File: config.mk
export PLATFORM = sky130hd
export DESIGN_NAME = sdes_round_ctrl
export DESIGN_NICKNAME = d
export VERILOG_FILES = /design/src/rtl/sdes_round_ctrl.sv
export SDC_FILE = /design/constraint.sdc
export NUM_CORES = 1
export LEC_CHECK = 0
export ABC_AREA = 1
export BUFFER_PORTS_ARGS = -buffer_cell sky130_fd_sc_hd__buf_2
export CAP_MARGIN = 10
export CORE_MARGIN = 2
export CORE_UTILIZATION = 37
export CTS_CLUSTER_DIAMETER = 150
export DETAILED_ROUTE_END_ITERATION = 16
export RECOVER_POWER = 100
export SKIP_LAST_GASP = 1
export SLEW_MARGIN = 10
export SYNTH_ARGS = -nofsm -noshare
export SYNTH_HDL_FRONTEND = slang
export SYNTH_SLANG_ARGS = --single-unit
File: constraint.sdc
create_clock -name clk -period 2.27 [get_ports clk]
set_input_delay 0.3405 -clock clk [delete_from_list [all_inputs] [get_ports clk]]
set_output_delay 0.3405 -clock clk [all_outputs]
set_load 0.05 [all_outputs]
File: src/rtl/sdes_round_ctrl.sv
// sdes_round_ctrl: sequences one S-DES encryption or decryption through a
// single shared F-function datapath (E/P, key XOR, sbox, P4), one round per
// clock. Key generation happens at accept time. The result is returned on a
// valid/ready handshake.
module sdes_round_ctrl #(
  parameter logic BACK2BACK = 1'b1
) (
  input  logic       clk,
  input  logic       rst,
  input  logic       in_valid,
  output logic       in_ready,
  input  logic [7:0] in_data,
  input  logic [9:0] in_key,
  input  logic       in_mode,
  output logic       out_valid,
  input  logic       out_ready,
  output logic [7:0] out_data,
  output logic       busy
);

  typedef enum logic [1:0] {IDLE, ROUND1, ROUND2, DONE} state_t;

  // Bit i of a permutation table (S-DES numbering, 1 = MSB) is vector bit [n-i].
  function automatic logic [9:0] p10(input logic [9:0] k);
    return {k[7], k[5], k[8], k[3], k[6], k[0], k[9], k[1], k[2], k[4]};
  endfunction

  function automatic logic [7:0] p8(input logic [9:0] y);
    return {y[4], y[7], y[3], y[6], y[2], y[5], y[0], y[1]};
  endfunction

  function automatic logic [4:0] ls1(input logic [4:0] x);
    return {x[3:0], x[4]};
  endfunction

  function automatic logic [4:0] ls2(input logic [4:0] x);
    return {x[2:0], x[4:3]};
  endfunction

  function automatic logic [7:0] ip(input logic [7:0] d);
    return {d[6], d[2], d[5], d[7], d[4], d[0], d[3], d[1]};
  endfunction

  function automatic logic [7:0] ip_inv(input logic [7:0] d);
    return {d[4], d[7], d[5], d[3], d[1], d[6], d[0], d[2]};
  endfunction

  function automatic logic [7:0] ep(input logic [3:0] r);
    return {r[0], r[3], r[2], r[1], r[2], r[1], r[0], r[3]};
  endfunction

  function automatic logic [3:0] p4(input logic [3:0] s);
    return {s[2], s[0], s[1], s[3]};
  endfunction

  state_t     state;
  logic [3:0] l_half;
  logic [3:0] r_half;
  logic [7:0] ka;
  logic [7:0] kb;

  logic [9:0] p10_key;
  logic [4:0] ls1_l;
  logic [4:0] ls1_r;
  logic [7:0] k1;
  logic [7:0] k2;
  logic [7:0] round_key;
  logic [7:0] sbox_in;
  logic [3:0] sbox_out;
  logic [3:0] f_out;
  logic       accept;

  // Key schedule from the presented key; only captured when a block is accepted.
  always_comb begin
    p10_key = p10(in_key);
    ls1_l   = ls1(p10_key[9:5]);
    ls1_r   = ls1(p10_key[4:0]);
    k1      = p8({ls1_l, ls1_r});
    k2      = p8({ls2(ls1_l), ls2(ls1_r)});
  end

  // Shared F-function front end: ROUND1 uses ka, every other state uses kb.
  always_comb begin
    round_key = (state == ROUND1) ? ka : kb;
    sbox_in   = ep(r_half) ^ round_key;
    f_out     = p4(sbox_out);
  end

  sdes_sbox u_sbox (
    .din  (sbox_in),
    .dout (sbox_out)
  );

  // Input side is open in IDLE, or in DONE while the result is being taken.
  always_comb begin
    in_ready = 1'b0;
    if (!rst) begin
      in_ready = (state == IDLE) || (BACK2BACK && (state == DONE) && out_ready);
    end
    accept = in_valid && in_ready;
  end

  // Round sequencer with registered handshake outputs.
  always_ff @(posedge clk) begin
    if (rst) begin
      state     <= IDLE;
      l_half    <= 4'h0;
      r_half    <= 4'h0;
      ka        <= 8'h00;
      kb        <= 8'h00;
      out_valid <= 1'b0;
      out_data  <= 8'h00;
      busy      <= 1'b0;
    end else if (accept) begin
      {l_half, r_half} <= ip(in_data);
      ka        <= in_mode ? k2 : k1;
      kb        <= in_mode ? k1 : k2;
      out_valid <= 1'b0;
      busy      <= 1'b1;
      state     <= ROUND1;
    end else begin
      case (state)
        IDLE: begin
          busy <= 1'b0;
        end
        ROUND1: begin
          l_half <= r_half;
          r_half <= l_half ^ f_out;
          state  <= ROUND2;
        end
        ROUND2: begin
          out_data  <= ip_inv({l_half ^ f_out, r_half});
          out_valid <= 1'b1;
          busy      <= 1'b0;
          state     <= DONE;
        end
        DONE: begin
          if (out_ready) begin
            out_valid <= 1'b0;
            state     <= IDLE;
          end
        end
        default: state <= IDLE;
      endcase
    end
  end

endmodule

// sdes_sbox: S0 on byte bits 7..4, S1 on bits 3..0. For each nibble the row
// is S-DES bits 1 and 4, the column bits 2 and 3.
module sdes_sbox (
  input  logic [7:0] din,
  output logic [3:0] dout
);

  function automatic logic [1:0] s0_lookup(input logic [3:0] idx);
    logic [1:0] v;
    v = 2'd0;
    case (idx)
      4'd0:  v = 2'd1;
      4'd1:  v = 2'd0;
      4'd2:  v = 2'd3;
      4'd3:  v = 2'd2;
      4'd4:  v = 2'd3;
      4'd5:  v = 2'd2;
      4'd6:  v = 2'd1;
      4'd7:  v = 2'd0;
      4'd8:  v = 2'd0;
      4'd9:  v = 2'd2;
      4'd10: v = 2'd1;
      4'd11: v = 2'd3;
      4'd12: v = 2'd3;
      4'd13: v = 2'd1;
      4'd14: v = 2'd3;
      4'd15: v = 2'd2;
      default: v = 2'd0;
    endcase
    return v;
  endfunction

  function automatic logic [1:0] s1_lookup(input logic [3:0] idx);
    logic [1:0] v;
    v = 2'd0;
    case (idx)
      4'd0:  v = 2'd0;
      4'd1:  v = 2'd1;
      4'd2:  v = 2'd2;
      4'd3:  v = 2'd3;
      4'd4:  v = 2'd2;
      4'd5:  v = 2'd0;
      4'd6:  v = 2'd1;
      4'd7:  v = 2'd3;
      4'd8:  v = 2'd3;
      4'd9:  v = 2'd0;
      4'd10: v = 2'd1;
      4'd11: v = 2'd0;
      4'd12: v = 2'd2;
      4'd13: v = 2'd1;
      4'd14: v = 2'd0;
      4'd15: v = 2'd3;
      default: v = 2'd0;
    endcase
    return v;
  endfunction

  // Index each table by {row, col}.
  always_comb begin
    dout = {s0_lookup({din[7], din[4], din[6], din[5]}),
            s1_lookup({din[3], din[0], din[2], din[1]})};
  end

endmodule

Yosys cells after proc, flatten, opt, wreduce, memory -nomap -nowiden
Memories as Yosys holds them, arrays and structs flattened.
Cells that the tools add are included.
{"block": "totals", "register_bits": 36, "romBits": 64, "in_bits": 23, "out_inout_bits": 11, "memories": 2}
{"memory": "(no name shown)", "words": 16, "width": 2, "read_ports": 1, "rd_ports_with_merged_regs": 0, "wr": 0, "line_no": "160", "rtl": "case (idx)"}
{"memory": "(no name shown)", "words": 16, "width": 2, "read_ports": 1, "rd_ports_with_merged_regs": 0, "wr": 0, "line_no": "185", "rtl": "case (idx)"}
{"block": "op_classes", "eq_ne": 5, "n_mux": 15, "n_bitwise": 3, "n_reduce_logical": 15}
{"cell": "$mux W8", "count": 3}
{"cell": "$mux W4", "count": 4}
{"cell": "$reduce_and A2 Y1", "count": 4}
{"cell": "$xor A8 B8 Y8", "count": 1}
{"cell": "$pmux W2 S3", "count": 1}
{"cell": "$reduce_bool A2 Y1", "count": 3}
{"cell": "$mux W1", "count": 5}
{"cell": "$eq A2 B2 Y1 const B", "count": 2}
{"cell": "$reduce_bool A4 Y1", "count": 1}
{"cell": "$reduce_or A2 Y1", "count": 2}
{"cell": "$xor A4 B4 Y4", "count": 1}
{"cell": "$ne A3 B3 Y1 const B", "count": 1}
{"cell": "$reduce_bool A3 Y1", "count": 1}
{"cell": "$eq A2 B1 Y1 const B", "count": 1}
{"cell": "$logic_and A1 B1 Y1", "count": 2}
{"cell": "$logic_not A2 Y1", "count": 1}
{"cell": "$mux W2", "count": 1}
{"cell": "$ne A2 B2 Y1 const B", "count": 1}
{"cell": "$pmux W1 S2", "count": 1}
{"cell": "$logic_or A1 B1 Y1", "count": 1}
{"cell": "$not A1 Y1", "count": 1}

Longest topological paths before layout
Gate-level depths: netlist of the first run.
{"block": "logic_depth", "ltp_word": 7, "mapped_depth": 17, "depth_no_buf": 17}

Cells and area by module
Synthesis of the first run repeated with hierarchy kept, for this count alone.
{"block": "hier_totals", "cells_unflattened": 331, "hier_area_um2": 2165.8}
{"mod": "sdes_round_ctrl", "instances": 1, "cells_each": 295, "area_per_inst_um2": 2015.7, "seq_area_each_um2": 720.7}
{"mod": "sdes_sbox", "instances": 1, "cells_each": 36, "area_per_inst_um2": 150.1, "seq_area_each_um2": 0.0}

Worst setup path after synthesis of the first run
No wires, ideal clock.
{"block": "synth_path", "kind": "flip-flop to flip-flop", "from": "reg state[1]", "to": "reg ka[3]", "setup_time_ns": 0.074, "arrival_time_ns": 1.905, "required_ns": 2.196, "path_slack_ns": 0.291, "stages_incl_launch_ff": 9, "path_buffers": 1, "period_less_slack_ns": 1.979, "path_cell_list": "dfxtp_1 > ha_1 > nand2_1 > a21oi_2 > nand2_2 > clkinv_1 > buf_2 > o21ai_0 > a31oi_1"}
{"block": "synth_via", "elab_chain_len": 5}
{"item": "from (decl)", "line_no": "56", "rtl": "state_t state;"}
{"item": "from (signal assigned)", "line_no": "106", "rtl": "state <= IDLE;"}
{"item": "from (signal assigned)", "line_no": "120", "rtl": "state <= ROUND1;"}
{"item": "from (signal assigned)", "line_no": "129", "rtl": "state <= ROUND2;"}
{"item": "$eq A2 B2 Y1", "line_no": "98", "rtl": "in_ready = (state == IDLE) || (BACK2BACK && (state == DONE) && out_ready);"}
{"item": "$logic_and A1 B1 Y1", "line_no": "98"}
{"item": "$logic_or A1 B1 Y1 (*)", "line_no": "98"}
{"item": "$mux W1 (*)", "line_no": "97", "rtl": "if (!rst) begin"}
{"item": "net in_ready", "line_no": "11", "rtl": "output logic in_ready,"}
{"item": "$logic_and A1 B1 Y1 (*)", "line_no": "100", "rtl": "accept = in_valid && in_ready;"}
{"item": "to (signal assigned)", "line_no": "116", "rtl": "ka <= in_mode ? k2 : k1;"}
{"item": "to (decl)", "line_no": "59", "rtl": "logic [7:0] ka;"}
Mark *: on every way through the listed nets, which the timed path passes. The rest lies on a longest branch.
A chain may end at the register's enable or synchronous reset.

Worst setup path after layout of the first run
{"block": "layout_path", "from": "reg state[1]", "to": "out in_ready"}
{"block": "layout_via", "elab_chain_len": 4}
{"item": "$eq A2 B2 Y1", "line_no": "98"}
{"item": "$logic_and A1 B1 Y1", "line_no": "98"}
{"item": "$logic_or A1 B1 Y1 (*)", "line_no": "98"}
{"item": "$mux W1 (*)", "line_no": "97"}
{"item": "to (decl)", "line_no": "11"}
Mark *: on every way between the ends. The rest lies on a longest branch, timed or not.

==> results.yml, run 1 <==
floorplanning:
  start_util_pct: 39.04
  io_pins: 34
  die_y_um: 78.11
  die_area_sq_um: 6100
  num_rows: 26
  coreArea_sq_um: 5205
  die_w_um: 78.11
worst_setup_path:
  rr_worst_depth: 15
  arrival_ns: 1.66
  crit_fanout: 5
  worst-path-buf-inv: 1
  end_kind: "output pin"
  r2r_slack_ns: 0.31
  rr_startpoint: "state[1]"
  crit_type: "flip-flop to output pin"
  cp_slowest_cell: "clkbuf_1"
  slowest_delay_ns: 0.50
  cp.required_ns: 1.93
  crit_family: "buffers and inverters"
  path_cells: "ha_1 -> nand2_1 -> a21oi_1 -> clkbuf_1"
  startpoint_type: "flip-flop"
  r2r-end: "out_data[5]"
routing:
  wirelength_um: 4872
  avgRoutedWirePerCell_um: 11.41
  drtIter0Drc: 120
  via_per_inst: 4.754
  dr.pass1.iters: 5
  dr_total_vias: 2030
  drc_errors: 0
  ant_nets: 0
clock_network:
  cts.clk_slew.worst_paths_ns: 0.06
  cts_made_buffers: 5
  cts_resized: 0
  cts_sinks: 36
  h-tree-depth: 2
  postCtsSetupRepairBufs: 0
  clkLatencyLatePin_ns: 0.28
  clk_path_buf_depth: 2
  root_buffer: "clkbuf_8"
  cts_tree: "built"
  hold_buffers: 0
worst_hold_path:
  holdPathEnd: "l_half[3]"
  holdCritPathClass: "input pin to flip-flop"
  hp-start: "in_data[6]"
  worst_hold_path.num_cells: 3
power_and_ir_drop:
  seqPwrFrac_pct: 30.1
  power_uw: 3109
  p_comb_share_pct: 56.4
  p_int_uw: 1569
  p_leak_uw: 0.001098
  clockPowerShare_pct: 13.5
  p_sw_uw: 1540
  switching_share_pct: 49.53
  vdd_drop_max_mv: 0.3854
  p_per_area_nw_per_um2: 1336
logic_synthesis:
  synth_xor_area_share_pct: 0
  ys_ff_latch: 36
  yosysMostFrequentCell: "nand2_1"
  synth_area_leader_cell: "dfxtp_1"
  synth_top_family_by_area: "simple AND/OR/NAND/NOR gates"
  synth_top_area_share_pct: 35.47
  synth_cell_types: 23
  synth_area_leaders: "dfxtp_1 35%, nand2_1 21%, o21ai_0 8.4%, inv_1 6.7%, nand3_1 6.7%"
  synth_compound_area_share_pct: 19.46
  synth_area_sq_um: 2032
  yosysSeqAreaShare_pct: 35.47
  yosysWarningCount: 0
  synth-adder-area-share_pct: 3.079
  ys_async_sr_fraction_pct: 0
  syn-num-nets: 352
  yosys.area_share.simple_pct: 31.83
  ys.flop_type: "dfxtp_1"
  synth_edf_count: 0
  syn_avg_cell_area_sq_um: 6.271
  synthTopCellsByCount: "114 x nand2_1, 36 x dfxtp_1, 36 x inv_1, 34 x o21ai_0, 27 x nand3_1"
  muxShareOfSynthArea_pct: 0
  syn_inst: 324
sta:
  relSlewSlack_pct: 60.03
  setup_viol: 0
  hold_viol_final: 0
  tightest_slew_ns: 0.6021
  finClkSkew_ns: 0.005888
  grt_setup_unrepaired: "no"
  fmax_ghz: 0.5005
  whs_ns: 0.3125
  post-route-min-period_ns: 1.998
  setup_tns_ns: 0
  maxSlewViolCount: 0
  fin_crit_sh_pct: 88.02
layout:
  utilization_pct: 44.69
  area_delta_synth_final_pct: 14.47
  fin_cells: 427
  drive_gt1_share_pct: 11.48
  num_antenna_cells: 0
  final_nets: 385
global_routing:
  grt_max_degree: 21
  grt.total_usage_pct: 17.55
  overflow: 0
  antenna_found_initial: 0
  grt_first_pass_wirelength_um: 8556
  grt_pass1_vias: 1827
status:
  status: "finished, final reports clean"
placement:
  gp_congestion: 0.8146
  dp_hpwl_um: 3774
  io_buffer_count: 33
  place_inst: 420
run:
  maxCapViolations: 0
## metal layers
metal  track usage, %  vias to the layer above  share of wire [%]
met3            4.368                        4                5.7
met2            26.47                       45                 43
met1            24.41                      872                 51
met4            5.965                        0               0.68
met5                0                        -                  0
li1                 -                     1109                  -
## placed cells by master, fill, tap and decap left out
master / synthesis / routed
o21ai_2: 1 / 1
clkinv_1: 1 / 1
inv_2: 1 / 1
nand3_1: 27 / 27
a221oi_1: 1 / 1
ha_1: 5 / 4
o21a_1: 1 / 1
o21ai_0: 34 / 35
buf_4: 1 / 5
clkbuf_8: 0 / 5
or2_1: 1 / 1
a21oi_1: 19 / 20
ha_2: 0 / 1
clkbuf_2: 0 / 1
nand2_2: 4 / 4
nand3b_1: 1 / 1
nor2_1: 12 / 12
clkbuf_1: 8 / 12
a31oi_1: 13 / 13
buf_2: 3 / 22
dfxtp_1: 36 / 36
nand2_1: 114 / 114
clkinv_2: 0 / 1
inv_1: 36 / 36
o21ai_1: 3 / 2
## sequential cells by signal (all words and copies together), names as in the netlist
register   cells
l_half         4
out_valid      1
out_data       8
ka             8
r_half         4
kb             8
state          2
busy           1
## how the worst max path moves through the flow
stage / slack [ns] / to / from / cells after the start
final: 0.27 / in_ready / state[1] / 4
after CTS: 0.21 / out_data[5] / state[1] / 15
after global placement: 0.28 / out_data[5] / state[1] / 15
after detailed placement: 0.22 / out_data[5] / state[1] / 15
after global routing: 0.02 / out_data[5] / state[1] / 15
after floorplan: 0.29 / ka[3] / state[1] / 8
## cells by family after synthesis
group,Yosys count
fa+ha+maj,5
flops,36
compound gates,73
simple gates,159
buf+inv,51
## worst register-to-register path: stages, from the launching register on
cell and delay, ns:
dfxtp_1 0.34, inv_1 0.09, ha_2 0.29, inv_2 0.07
nand2_1 0.08, nand2_1 0.05, nand2_1 0.05, nand2_1 0.08
ha_1 0.27, or2_1 0.24, nand2_1 0.07, nand2_1 0.06
nand2_1 0.06, nand2_1 0.04, nand2_1 0.05, inv_1 0.03
## layout make-up
cell class / instances / area, sq um
Clock buffer: 6 / 72.57
Clock inverter: 1 / 5.005
Fill cell: 578 / 2879
Inverter: 38 / 142.6
Multi-Input combinational cell: 237 / 1104
Sequential cell: 36 / 720.7
Tap cell: 70 / 87.58
Timing Repair Buffer: 39 / 193.9
## power groups by stage
stage / Sequential, uW / Clock (uW) / Combinational, uW
after CTS: 936 / 432 / 1790
final: 937 / 420 / 1750
after detailed placement: 948 / 0 / 1790
after global placement: 947 / 0 / 1770
after floorplan: 1130 / 0 / 1190
after global routing: 960 / 469 / 2040
## stage by stage
stage | worst slack (ns) | area (sq um)
5_1_grt | 0.02367 | 2326
3_3_place_gp | 0.2828 | 2266
2_1_floorplan | 0.2912 | 2032
4_1_cts | 0.2104 | 2344
6_report | 0.2721 | 2326
3_5_place_dp | 0.2216 | 2266
Power figures use the tool's default switching activity.
==> inputs of run 2 (changes only) <==
clock period = 2.4 ns   (was 2.27 ns; I/O delays follow)
==> results.yml, run 2 (synthesis gave the netlist of run 1 again) <==
layout:
  layout_common_cells: "114 x nand2_1, 36 x inv_1, 36 x dfxtp_1"
  drive_gt1_share_pct: 10.92
  area_delta_synth_final_pct: 14.72
  num_antenna_cells: 0
  final_nets: 384
  final_common_cell: "nand2_1"
  top_regs: "ka (8), kb (8), out_data (8)"
floorplanning:
  start_util_pct: 39.04
  num_rows: 26
  die_area_sq_um: 6100
  die_w_um: 78.11
  die_y_um: 78.11
  io_pins: 34
  coreArea_sq_um: 5205
worst_hold_path:
  holdCritPathClass: "input pin to flip-flop"
  worst_hold_path.num_cells: 3
clock_network:
  clkLatencyLatePin_ns: 0.28
  cts.clk_slew.worst_paths_ns: 0.07
  clk_path_buf_depth: 2
  root_buffer: "clkbuf_8"
  cts_tree: "built"
  postCtsSetupRepairBufs: 0
  cts_made_buffers: 5
  h-tree-depth: 2
  cts_sinks: 36
sta:
  tightest_slew_ns: 0.6011
  post-route-min-period_ns: 2.111
  fmax_ghz: 0.4738
  grt_setup_unrepaired: "no"
  fin_crit_sh_pct: 87.95
  timing.final.ws_setup_ns: 0.2893
  relSlewSlack_pct: 60.10
  maxSlewViolCount: 0
  hold_viol_final: 0
  finClkSkew_ns: 0.006093
  setup_viol: 0
  setup_tns_ns: 0
worst_setup_path:
  end_kind: "flip-flop"
  arrival_ns: 2.30
  worst-path-buf-inv: 3
  crit_type: "flip-flop to flip-flop"
  cp.required_ns: 2.59
  cp_common_cell: "nand2_1"
  rr_worst_depth: 15
  crit_family: "simple AND/OR/NAND/NOR gates"
  cp_slowest_cell: "dfxtp_1"
  crit_fanout: 9
  startpoint_type: "flip-flop"
  path_cells: "inv_1 -> ha_1 -> buf_4 -> nand2_1 -> nand2_1 -> nand2_1 -> nand2_1 -> ha_1 -> or2_0 -> nand2_1 -> nand2_1 -> nand2_1 -> nand2_1 -> nand2_1 -> inv_1"
  cp.depth: 15
  slowest_delay_ns: 0.37
power_and_ir_drop:
  p_per_area_nw_per_um2: 1275
  vdd_drop_max_mv: 0.4696
  p_leak_uw: 0.001099
  power_uw: 2972
global_routing:
  grt_first_pass_wirelength_um: 8397
  antenna_found_initial: 0
  grt_max_degree: 21
  grt_pass1_vias: 1857
  grt.total_usage_pct: 17.10
  overflow: 0
run:
  maxCapViolations: 0
routing:
  wirelength_um: 4846
  via_per_inst: 4.787
  drtIter0Drc: 77
  ant_nets: 0
  dr.pass1.iters: 4
  avgRoutedWirePerCell_um: 11.35
  dr_total_vias: 2044
  drc_errors: 0
placement:
  gp_congestion: 0.8003
  io_buffer_count: 33
  dp_hpwl_um: 3726
  dpl_worst_slack_ns: 0.2875
status:
  status: "finished, final reports clean"
run 2: changes by cell type in the layout (fill, tap and decap cells not counted), sizes merged:
cell	change
clkbuf	+2
buf	-1
clkinv	-1
run 2: worst paths after layout:
check / start / slack, ns / endpoint
max: state[1] / 0.29 / out_data[5]
min: in_data[6] / 0.33 / l_half[3]
max reg2reg: state[1] / 0.29 / out_data[5]
min reg2reg: ka[0] / 0.48 / ka[0]
run 2: area by class of cell:
type                       count  area [sq um]
multi-input combinational    237          1101
sequential                    36         720.7
tap                           70         87.58
fill                         589          2874
clock buffer                   8         90.09
timing repair buffer          38         186.4
inverter                      38         145.1
run 2: timing repair:
action / CTS / global route
setup endpoints to repair: 0 / 1
gates resized for setup: 0 / 1
hold endpoints to repair: 0 / 0
hold buffers: 0 / 0
run 2: per-layer routing:
layer | vias up | track usage [%] | routed length (um)
li1 | 1113 | - | -
met1 | 881 | 23.74 | 2537
met2 | 46 | 27.07 | 2049
met3 | 4 | 3.678 | 227
met4 | 0 | 4.211 | 31
met5 | - | 0 | 0
run 2: through the flow:
stage	util, %	instances	cell area, sq um	hold WS [ns]
after CTS	45.12	427	2349	0.3334
after global routing	44.78	427	2331	0.3643
after global placement	43.39	419	2258	0.4625
after detailed placement	43.39	419	2258	0.4710
final	44.78	427	2331	0.3300
after floorplan	-	324	2032	0.4437
run 2: report_power, final:
| part | switching (uW) | leakage [uW] | internal, uW |
|---|---|---|---|
| Sequential | 119 | 0.000295 | 767 |
| Combinational | 1150 | 0.000759 | 506 |
| Clock | 198 | 0.0000455 | 234 |
| Total | 1470 | 0.00110 | 1510 |
run 2: worst register-to-register path, cell delays in order (launching register included):
cell,delay (ns)
dfxtp_1,0.37
inv_1,0.07
ha_1,0.26
buf_4,0.20
nand2_1,0.09
nand2_1,0.06
nand2_1,0.05
nand2_1,0.08
ha_1,0.27
or2_0,0.24
nand2_1,0.08
nand2_1,0.07
nand2_1,0.06
nand2_1,0.04
nand2_1,0.05
inv_1,0.03
